[config.mk]
export PLATFORM = sky130hd
export DESIGN_NAME = jpeg_bitstream_packer_flat
export DESIGN_NICKNAME = d
export VERILOG_FILES = /design/src/rtl/jpeg_bitstream_packer_if.sv /design/src/rtl/jpeg_bitstream_packer.sv /design/src/flat_wrapper.sv
export SDC_FILE = /design/constraint.sdc
export NUM_CORES = 1
export LEC_CHECK = 0
export ABC_CLOCK_PERIOD_IN_PS = 7200
export BUFFER_PORTS_ARGS = -buffer_cell sky130_fd_sc_hd__buf_2
export CORE_UTILIZATION = 45
export DETAILED_ROUTE_END_ITERATION = 10
export GPL_TIMING_DRIVEN = 0
export SLEW_MARGIN = 20
export SYNTH_ARGS = -nofsm -noshare
export SYNTH_HDL_FRONTEND = slang
export SYNTH_SLANG_ARGS = --single-unit
[constraint.sdc]
create_clock -name clock -period 7.2 [get_ports clock]
set_clock_uncertainty 0.2 [all_clocks]
set_input_delay 0.72 -clock clock [delete_from_list [all_inputs] [get_ports clock]]
set_output_delay 0.72 -clock clock [all_outputs]
set_load 0.05 [all_outputs]
[src/rtl/jpeg_bitstream_packer_if.sv]
// Codeword-in / byte-out bundle for the JPEG entropy-coded bitstream packer.
// The packer takes the slave view; the encoder/sink side takes the master view.
interface jpeg_bitstream_packer_if #(
    parameter int unsigned MAX_LEN = 32,
    parameter int unsigned CNT_W   = 24
);
    logic               in_valid;
    logic               in_ready;
    logic [MAX_LEN-1:0] in_code;
    logic [5:0]         in_len;
    logic               flush_req;
    logic               out_valid;
    logic               out_ready;
    logic [7:0]         out_byte;
    logic               out_last;
    logic               flush_done;
    logic [CNT_W-1:0]   bytes_out;
    logic               err_len;

    modport master (
        output in_valid, in_code, in_len, flush_req, out_ready,
        input  in_ready, out_valid, out_byte, out_last, flush_done, bytes_out, err_len
    );

    modport slave (
        input  in_valid, in_code, in_len, flush_req, out_ready,
        output in_ready, out_valid, out_byte, out_last, flush_done, bytes_out, err_len
    );
endinterface

[src/rtl/jpeg_bitstream_packer.sv]
// Packs right-aligned variable-length codewords MSB-first into a JPEG entropy-coded byte stream,
// inserting 0x00 after every emitted 0xFF and padding with 1s to a byte boundary on flush.
module jpeg_bitstream_packer #(
    parameter int unsigned MAX_LEN = 32,
    parameter int unsigned ACC_W   = 64,
    parameter int unsigned CNT_W   = 24
) (
    input logic                    clock,
    input logic                    reset_n,
    jpeg_bitstream_packer_if.slave bus
);
    localparam int unsigned     BC_W     = $clog2(ACC_W + 1);
    localparam logic [BC_W-1:0] ReadyMax = BC_W'(ACC_W - MAX_LEN);
    localparam logic [BC_W-1:0] AccBits  = BC_W'(ACC_W);
    localparam logic [BC_W-1:0] ByteBits = BC_W'(8);
    localparam logic [5:0]      MaxLen   = 6'(MAX_LEN);

    typedef enum logic [1:0] {StRun, StPad, StDrain} state_e;

    state_e           state_q, state_d;
    logic [ACC_W-1:0] acc_q, acc_d;
    logic [BC_W-1:0]  bit_cnt_q, bit_cnt_d;
    logic             stuff_pend_q, stuff_pend_d;
    logic             in_ready_q;
    logic [CNT_W-1:0] bytes_out_q;
    logic             err_len_q;

    logic             emit, data_emit, top_is_ff, take, len_bad, len_ok;
    logic [ACC_W-1:0] acc_shift, ins_bits, code_ext;
    logic [BC_W-1:0]  cnt_after, ins_len, ins_shamt;
    logic [2:0]       pad_len;

    assign top_is_ff = (acc_q[ACC_W-1 -: 8] == 8'hFF);
    assign emit      = bus.out_valid && bus.out_ready;
    assign data_emit = emit && !stuff_pend_q;
    assign take      = bus.in_valid && in_ready_q;
    assign len_bad   = (bus.in_len > MaxLen);
    assign len_ok    = take && (bus.in_len != 6'd0) && !len_bad;
    assign code_ext  = ACC_W'(bus.in_code);

    always_comb begin
        acc_shift = data_emit ? (acc_q << 8) : acc_q;
        cnt_after = data_emit ? (bit_cnt_q - ByteBits) : bit_cnt_q;
        // Pad count is taken after any same-cycle emit so the pad lands on the true tail.
        pad_len   = 3'd0 - cnt_after[2:0];
        ins_len   = '0;
        ins_bits  = '0;
        if (state_q == StRun && len_ok) begin
            ins_len  = BC_W'(bus.in_len);
            ins_bits = code_ext & ~({ACC_W{1'b1}} << bus.in_len);
        end else if (state_q == StPad) begin
            ins_len  = BC_W'(pad_len);
            ins_bits = ~({ACC_W{1'b1}} << pad_len);
        end
        ins_shamt = AccBits - cnt_after - ins_len;
        acc_d     = acc_shift | (ins_bits << ins_shamt);
        bit_cnt_d = cnt_after + ins_len;

        stuff_pend_d = stuff_pend_q;
        if (data_emit && top_is_ff) begin
            stuff_pend_d = 1'b1;
        end else if (emit && stuff_pend_q) begin
            stuff_pend_d = 1'b0;
        end

        state_d = state_q;
        unique case (state_q)
            StRun:   if (bus.flush_req) state_d = StPad;
            StPad:   state_d = StDrain;
            StDrain: if (bit_cnt_q == '0 && !stuff_pend_q) state_d = StRun;
            default: state_d = StRun;
        endcase
    end

    always_ff @(posedge clock or negedge reset_n) begin
        if (!reset_n) begin
            state_q      <= StRun;
            acc_q        <= '0;
            bit_cnt_q    <= '0;
            stuff_pend_q <= 1'b0;
            in_ready_q   <= 1'b0;
            bytes_out_q  <= '0;
            err_len_q    <= 1'b0;
        end else begin
            state_q      <= state_d;
            acc_q        <= acc_d;
            bit_cnt_q    <= bit_cnt_d;
            stuff_pend_q <= stuff_pend_d;
            // Ready is looked ahead from next state so it never depends on out_ready combinationally.
            in_ready_q   <= (state_d == StRun) && (bit_cnt_d <= ReadyMax);
            if (emit) begin
                bytes_out_q <= bytes_out_q + CNT_W'(1);
            end
            if (take && len_bad) begin
                err_len_q <= 1'b1;
            end
        end
    end

    assign bus.in_ready   = in_ready_q;
    assign bus.out_valid  = (bit_cnt_q >= ByteBits) || stuff_pend_q;
    assign bus.out_byte   = stuff_pend_q ? 8'h00 : acc_q[ACC_W-1 -: 8];
    // Final byte of a drain; if it is 0xFF the trailing stuffed 0x00 carries the flag instead.
    assign bus.out_last   = (state_q == StDrain) &&
                            (stuff_pend_q ? (bit_cnt_q == '0)
                                          : (bit_cnt_q == ByteBits && !top_is_ff));
    assign bus.flush_done = (state_q == StDrain) && (bit_cnt_q == '0) && !stuff_pend_q;
    assign bus.bytes_out  = bytes_out_q;
    assign bus.err_len    = err_len_q;
endmodule

[src/flat_wrapper.sv]
// flat-port wrapper written by rule: the top's interface ports become plain ports
module jpeg_bitstream_packer_flat 
#(
    parameter int unsigned MAX_LEN = 32,
    parameter int unsigned ACC_W   = 64,
    parameter int unsigned CNT_W   = 24
)
  (clock, reset_n, bus_in_valid, bus_in_code, bus_in_len, bus_flush_req, bus_out_ready, bus_in_ready, bus_out_valid, bus_out_byte, bus_out_last, bus_flush_done, bus_bytes_out, bus_err_len);
  jpeg_bitstream_packer_if #(.MAX_LEN(MAX_LEN), .CNT_W(CNT_W)) bus_i ();
  input logic clock;
  input logic reset_n;
  input wire logic [$bits(bus_i.in_valid)-1:0] bus_in_valid;
  input wire logic [$bits(bus_i.in_code)-1:0] bus_in_code;
  input wire logic [$bits(bus_i.in_len)-1:0] bus_in_len;
  input wire logic [$bits(bus_i.flush_req)-1:0] bus_flush_req;
  input wire logic [$bits(bus_i.out_ready)-1:0] bus_out_ready;
  output wire logic [$bits(bus_i.in_ready)-1:0] bus_in_ready;
  output wire logic [$bits(bus_i.out_valid)-1:0] bus_out_valid;
  output wire logic [$bits(bus_i.out_byte)-1:0] bus_out_byte;
  output wire logic [$bits(bus_i.out_last)-1:0] bus_out_last;
  output wire logic [$bits(bus_i.flush_done)-1:0] bus_flush_done;
  output wire logic [$bits(bus_i.bytes_out)-1:0] bus_bytes_out;
  output wire logic [$bits(bus_i.err_len)-1:0] bus_err_len;
  assign bus_i.in_valid = bus_in_valid;
  assign bus_i.in_code = bus_in_code;
  assign bus_i.in_len = bus_in_len;
  assign bus_i.flush_req = bus_flush_req;
  assign bus_i.out_ready = bus_out_ready;
  assign bus_in_ready = bus_i.in_ready;
  assign bus_out_valid = bus_i.out_valid;
  assign bus_out_byte = bus_i.out_byte;
  assign bus_out_last = bus_i.out_last;
  assign bus_flush_done = bus_i.flush_done;
  assign bus_bytes_out = bus_i.bytes_out;
  assign bus_err_len = bus_i.err_len;
  jpeg_bitstream_packer #(.MAX_LEN(MAX_LEN), .ACC_W(ACC_W), .CNT_W(CNT_W)) u_core (.clock(clock), .reset_n(reset_n), .bus(bus_i));
endmodule
# Word-level counts from Yosys, hierarchy flattened

Cells that the tools add are included.

Word-level logic and storage cells: 64
Output and inout bits: 37
Flip-flop bits (word level): 100
Input port bits: 43

Multiplexer cells: 13
Magnitude comparators: 3
Shift operators: 3
Bitwise operators: 4
Equal/unequal tests: 4
Add/sub/neg operators: 6
Reductions and logical operators: 24

Operators by type and width:

| operator                                                               | count |
|---|---|
| 64-bit two-way mux                                                     | 3 |
| 64-bit NOT                                                             | 2 |
| 32-bit by 64-bit AND with 64-bit output                                | 1 |
| 64-bit bitwise OR                                                      | 1 |
| 64-bit by 3-bit << shifter with 64-bit output (first input constant)   | 1 |
| 64-bit by 6-bit << shifter with 64-bit output (first input constant)   | 1 |
| 64-bit by 7-bit << shifter with 64-bit output                          | 1 |
| 24-bit by 1-bit adder with 24-bit output (second input constant)       | 1 |
| 1-bit logical AND                                                      | 15 |
| 8-bit == test (second input constant)                                  | 1 |
| 8-bit two-way mux                                                      | 1 |
| 7-bit by 6-bit adder with 7-bit output                                 | 1 |
| 7-bit by 4-bit == test with 1-bit output (second input constant)       | 1 |
| 7-bit by 4-bit >= comparator with 1-bit output (second input constant) | 1 |
| 7-bit by 6-bit <= comparator with 1-bit output (second input constant) | 1 |
| 7-bit zero test                                                        | 1 |
| 7-bit two-way mux                                                      | 1 |
| 7-bit by 4-bit subtractor with 7-bit output (second input constant)    | 1 |
| 7-bit by 6-bit subtractor with 7-bit output                            | 1 |
| 7-bit subtractor (first input constant)                                | 1 |
| 6-bit greater-than comparator (second input constant)                  | 1 |
| 6-bit two-way mux                                                      | 1 |
| 2-bit one-hot mux with 3 select lines                                  | 1 |
| 6-bit nonzero test                                                     | 1 |
| other kinds (10)                                                       | 16 |

# Logic depth before layout (Yosys ltp)

Word-level depth: 12
Depth in mapped cells: 20
Gate-level depth less buffers: 17

# Worst setup path after synthesis

Ideal clock, no wire load.

Path type: input -> register
From: in bus_in_len[5]
To: reg u_core.acc_q[63]
Library setup time: 80 ps
Path buffers: 2
Slack: 2145 ps
Data arrival time: 4775 ps
Cell stages on the path: 14
Path through: or4_1 clkbuf_1 o21ai_0 nor2_1 a22o_1 ha_1 inv_1 ha_1 fa_1 xnor2_1 clkbuf_1 mux4_2 mux2_2 o22ai_2

Cells in the longest elaborated chain, start to end: 8
Elaborated cells on any way between the ends: 14
Classes of those cells: add/sub (1); order compare (1); shift (2); mux (2); bitwise (3); reduce/logical (5)

RTL lines:

| what                                                                | line                                                     | RTL |
|---|---|---|
| start: declaration                                                  | flat_wrapper.sv:14                                       | `input wire logic [$bits(bus_i.in_len)-1:0] bus_in_len;` |
| 6-bit greater-than comparator or 6-bit nonzero test (tied branches) | jpeg_bitstream_packer.sv:37, jpeg_bitstream_packer.sv:38 |  |
| 1-bit zero test or 1-bit logical AND (tied branches)                | jpeg_bitstream_packer.sv:38                              | `assign len_ok = take && (bus.in_len != 6'd0) && !len_bad;` |
| 1-bit logical AND                                                   | jpeg_bitstream_packer.sv:38                              |  |
| 1-bit logical AND                                                   | jpeg_bitstream_packer.sv:48                              | `if (state_q == StRun && len_ok) begin` |
| 6-bit two-way mux                                                   | jpeg_bitstream_packer.sv:48                              |  |
| 7-bit by 6-bit subtractor with 7-bit output                         | jpeg_bitstream_packer.sv:55                              | `ins_shamt = AccBits - cnt_after - ins_len;` |
| 64-bit by 7-bit << shifter with 64-bit output (*)                   | jpeg_bitstream_packer.sv:56                              | `acc_d = acc_shift \| (ins_bits << ins_shamt);` |
| 64-bit bitwise OR (*)                                               | jpeg_bitstream_packer.sv:56                              |  |
| named net u_core.acc_d[63]                                          | jpeg_bitstream_packer.sv:21                              | `logic [ACC_W-1:0] acc_q, acc_d;` |
| end signal: assignment                                              | jpeg_bitstream_packer.sv:78                              | `acc_q <= '0;` |
| end signal: assignment                                              | jpeg_bitstream_packer.sv:86                              | `acc_q <= acc_d;` |
| end: declaration                                                    | jpeg_bitstream_packer.sv:21                              |  |

Mark *: on every way through the listed nets, which the timed path passes. The rest lies on a longest branch.
A chain may end at the register's enable or synchronous reset.

# Worst setup path after layout

From: reg u_core.state_q[1]
To: reg u_core.acc_q[58]

Cells in the longest elaborated chain, start to end: 6
Elaborated cells on any way between the ends: 10
Classes of those cells: add/sub (1); eq/ne (1); shift (1); mux (4); bitwise (1); reduce/logical (2)

RTL lines:

| what                                                                        | line                                                     | RTL |
|---|---|---|
| start: declaration                                                          | jpeg_bitstream_packer.sv:20                              | `state_e state_q, state_d;` |
| start signal: assignment                                                    | jpeg_bitstream_packer.sv:77                              | `state_q <= StRun;` |
| start signal: assignment                                                    | jpeg_bitstream_packer.sv:85                              | `state_q <= state_d;` |
| 2-bit by 1-bit == test with 1-bit output or 2-bit zero test (tied branches) | jpeg_bitstream_packer.sv:51, jpeg_bitstream_packer.sv:48 |  |
| 3-bit two-way mux or 1-bit logical AND (tied branches)                      | jpeg_bitstream_packer.sv:51, jpeg_bitstream_packer.sv:48 |  |
| 6-bit two-way mux                                                           | jpeg_bitstream_packer.sv:48                              |  |
| 7-bit by 6-bit subtractor with 7-bit output                                 | jpeg_bitstream_packer.sv:55                              |  |
| 64-bit by 7-bit << shifter with 64-bit output (*)                           | jpeg_bitstream_packer.sv:56                              |  |
| 64-bit bitwise OR (*)                                                       | jpeg_bitstream_packer.sv:56                              |  |
| named net u_core.acc_d[58]                                                  | jpeg_bitstream_packer.sv:21                              |  |

Marks and branches as above.

==> flow_summary.ini <==
[synth]
synthArstFlopShare_pct = 100.0
ys_warn_count = 0
yosys_most_used_dff = dfrtp_1
synthMostInstantiatedCell = nor2_1
synth_seq_cells = 100
synthTopCellsByCount = nor2_1, dfrtp_1, nand2_1
synth_top_area_share_pct = 30.40
synth_edf_count = 0
synthesis.nets = 1054
syn_inst = 986
avgSynthCellArea_um2 = 8.350
synth_top_area_cell = dfrtp_1
synth_seq_area_share_pct = 30.40
synth.distinct_cells = 86
netlist_area_um2 = 8233
synthTopCellsByArea = dfrtp_1, mux2i_1, nor2_1

[cts]
post-cts-setup-buffer-count = 0
clk_latency_ps = 360
hold_buffers = 0
tritoncts_num_sinks = 100
root_buffer = clkbuf_16
ctsResizeCount = 0
h-tree-depth = 3
numCtsBuffers = 9
clkSlewWorstSetupHoldPaths_ps = 70
cts_tree = done
clock_path_buffers = 2

[floorplanning]
rows = 49
start_util_pct = 45.83
fp.dieW_um = 137.3
die_area_um2 = 18840
core-area_um2 = 17960
die_h_um = 137.3
ios = 80

[setup_path]
r2r_end = u_core.acc_q[58]$_DFF_PN0_
crit_type = reg -> reg
r2r_cells = 19
start_kind = flip-flop
startpoint = u_core.state_q[1]$_DFF_PN0_
cp.arrival_ps = 6730
endpoint_kind = flip-flop
crit_slowest_cell = a222oi_1
crit_chain = and4bb_2 > clkbuf_1 > o21ai_0 > nor2_1 > nand2_1 > o21ai_0 > inv_1 > ha_1 > clkbuf_1 > clkbuf_1 > buf_1 > mux2i_1 > nor3_1 > a31oi_1 > a222oi_1 > nand2_1 > o21ai_1 > nor2_1 > o31ai_1
r2r_slack_ps = 460
critPathRequiredTime_ps = 7180
reg2reg_from = u_core.state_q[1]$_DFF_PN0_
crit_path_max_fanout = 10
cpMostUsedCell = clkbuf_1
cpPeakStageDelay_ps = 790

[global_routing]
grt_overflow = 0
antenna_found_initial = 0
grt_pass1_wl_um = 46730
track_usage_pct = 33.11
met1_usage_pct = 45.27
top_usage_layer = met2
grt.met3_usage_pct = 6.365
grt_pass1_vias = 8169
grt_start_max_net_pins = 78
globalRouteMet2Util_pct = 52.10

[worst_hold_path]
hp-class = in -> async

[placement]
place.gp.congestion = 0.9914
dp_cells = 1293
hpwlAfterDp_um = 23560
io_buffers = 77

[layout]
synthToLayoutAreaGrowth_pct = 12.16
insertedDiodeCount = 0
instances_no_fill = 1309
num-fill-cells = 1751
final_layout_size_suffix_gt1_share_pct = 13.80
regArea_um2 = 2502
multi_input_comb_area_um2 = 5306
num-nets-final = 1143
fin_util_pct = 51.40

[sta]
fin_tns_setup_ps = 0
setup_viol_count_final = 0
finalMaxSlewViolations = 0
min_period_ps = 6742
rsz0062_at_grt = no
fmax_mhz = 148.3
worst_slew_pin_slew_ps = 981.2
post-route-period-util_pct = 93.64
hold_violations = 0
max-slew-margin-rel_pct = 34.59

[route]
viasPerCell = 6.571
wl_per_cell_um = 23.46
drc = 0
ant_nets = 0
drtIter0Drc = 1079
firstDrtPassIters = 6
num_vias = 8601
wirelength_um = 30710

[run]
max_cap_viol_count = 0

[status]
run_status = finished clean
==> worst max-delay path by stage <==
stage	end
2_1_floorplan	u_core.acc_q[63]$_DFF_PN0_
3_3_place_gp	u_core.acc_q[58]$_DFF_PN0_
3_5_place_dp	u_core.acc_q[58]$_DFF_PN0_
4_1_cts	u_core.acc_q[58]$_DFF_PN0_
5_1_grt	u_core.acc_q[58]$_DFF_PN0_
6_report	u_core.acc_q[58]$_DFF_PN0_
==> layout by cell type, fill, tap and decap left out, types with 18 or more instances in the layout <==
master    Yosys  routed
a21oi_1      45      45
a31oi_1      23      23
buf_2        11      87
clkbuf_1     55      56
dfrtp_1     100     100
ha_1         23      23
inv_1        29      29
mux2i_1      51      51
nand2_1      86      86
nand3_1      33      33
nand4_1      22      22
nor2_1      107     106
nor3_1       26      26
o211ai_1     21      21
o21ai_0      42      42
o22ai_1      18      18
xnor2_1      27      26
==> flip-flops by register name, summed over array words and instances (netlist names) <==
signal / flops
u_core.acc_q: 64
u_core.bus.bytes_out: 24
u_core.bit_cnt_q: 7
u_core.state_q: 2
u_core.bus.err_len: 1
u_core.bus.in_ready: 1
u_core.stuff_pend_q: 1
==> metal layers <==
layer | wire [um] | vias up
met5 | 0 | -
met4 | 851 | 0
met3 | 2953 | 72
met2 | 13760 | 539
met1 | 13140 | 4118
li1 | - | 3872
==> through the flow <==
| stage | setup slack, ps | instance area (um2) | hold WS (ps) |
|---|---|---|---|
| floorplan | 2145 | 8233 | 224.4 |
| global placement | 514.8 | 8905 | 248.2 |
| detailed placement | 532.5 | 8939 | 262.3 |
| CTS | 490.0 | 9224 | 5.793 |
| global route | 171.9 | 9234 | 22.42 |
| finish | 458.3 | 9234 | 8.994 |
==> worst max-delay path: cells and delay by family, from the launching register on <==
family          cells  cell delay, ps
compound gates      6            2180
buf+inv             5            1800
simple gates        6            1450
flops               1             470
fa+ha+maj           1             300
mux                 1             140
==> logic make-up after synthesis <==
| family | share of synthesized area, % |
|---|---|
| DFF | 30.40 |
| buffers and inverters | 5.273 |
| and+or+nand+nor | 20.84 |
| adders and majority gates | 3.982 |
| AOI/OAI and AO/OA | 25.93 |
| muxes | 8.982 |
| xor gates and xnor gates | 4.605 |
==> area by class of cell <==
type / count / area share, %
clock buffer: 10 / 2.480
sequential: 100 / 27.10
buffer: 75 / 3.482
inverter: 30 / 1.220
timing repair buffer: 78 / 4.539
multi-input combinational: 781 / 57.47
tap: 229 / 3.103
clock inverter: 6 / 0.6098
Power is not shown: default switching activity piles up to over one toggle a cycle in this logic, so the estimate is an artifact.
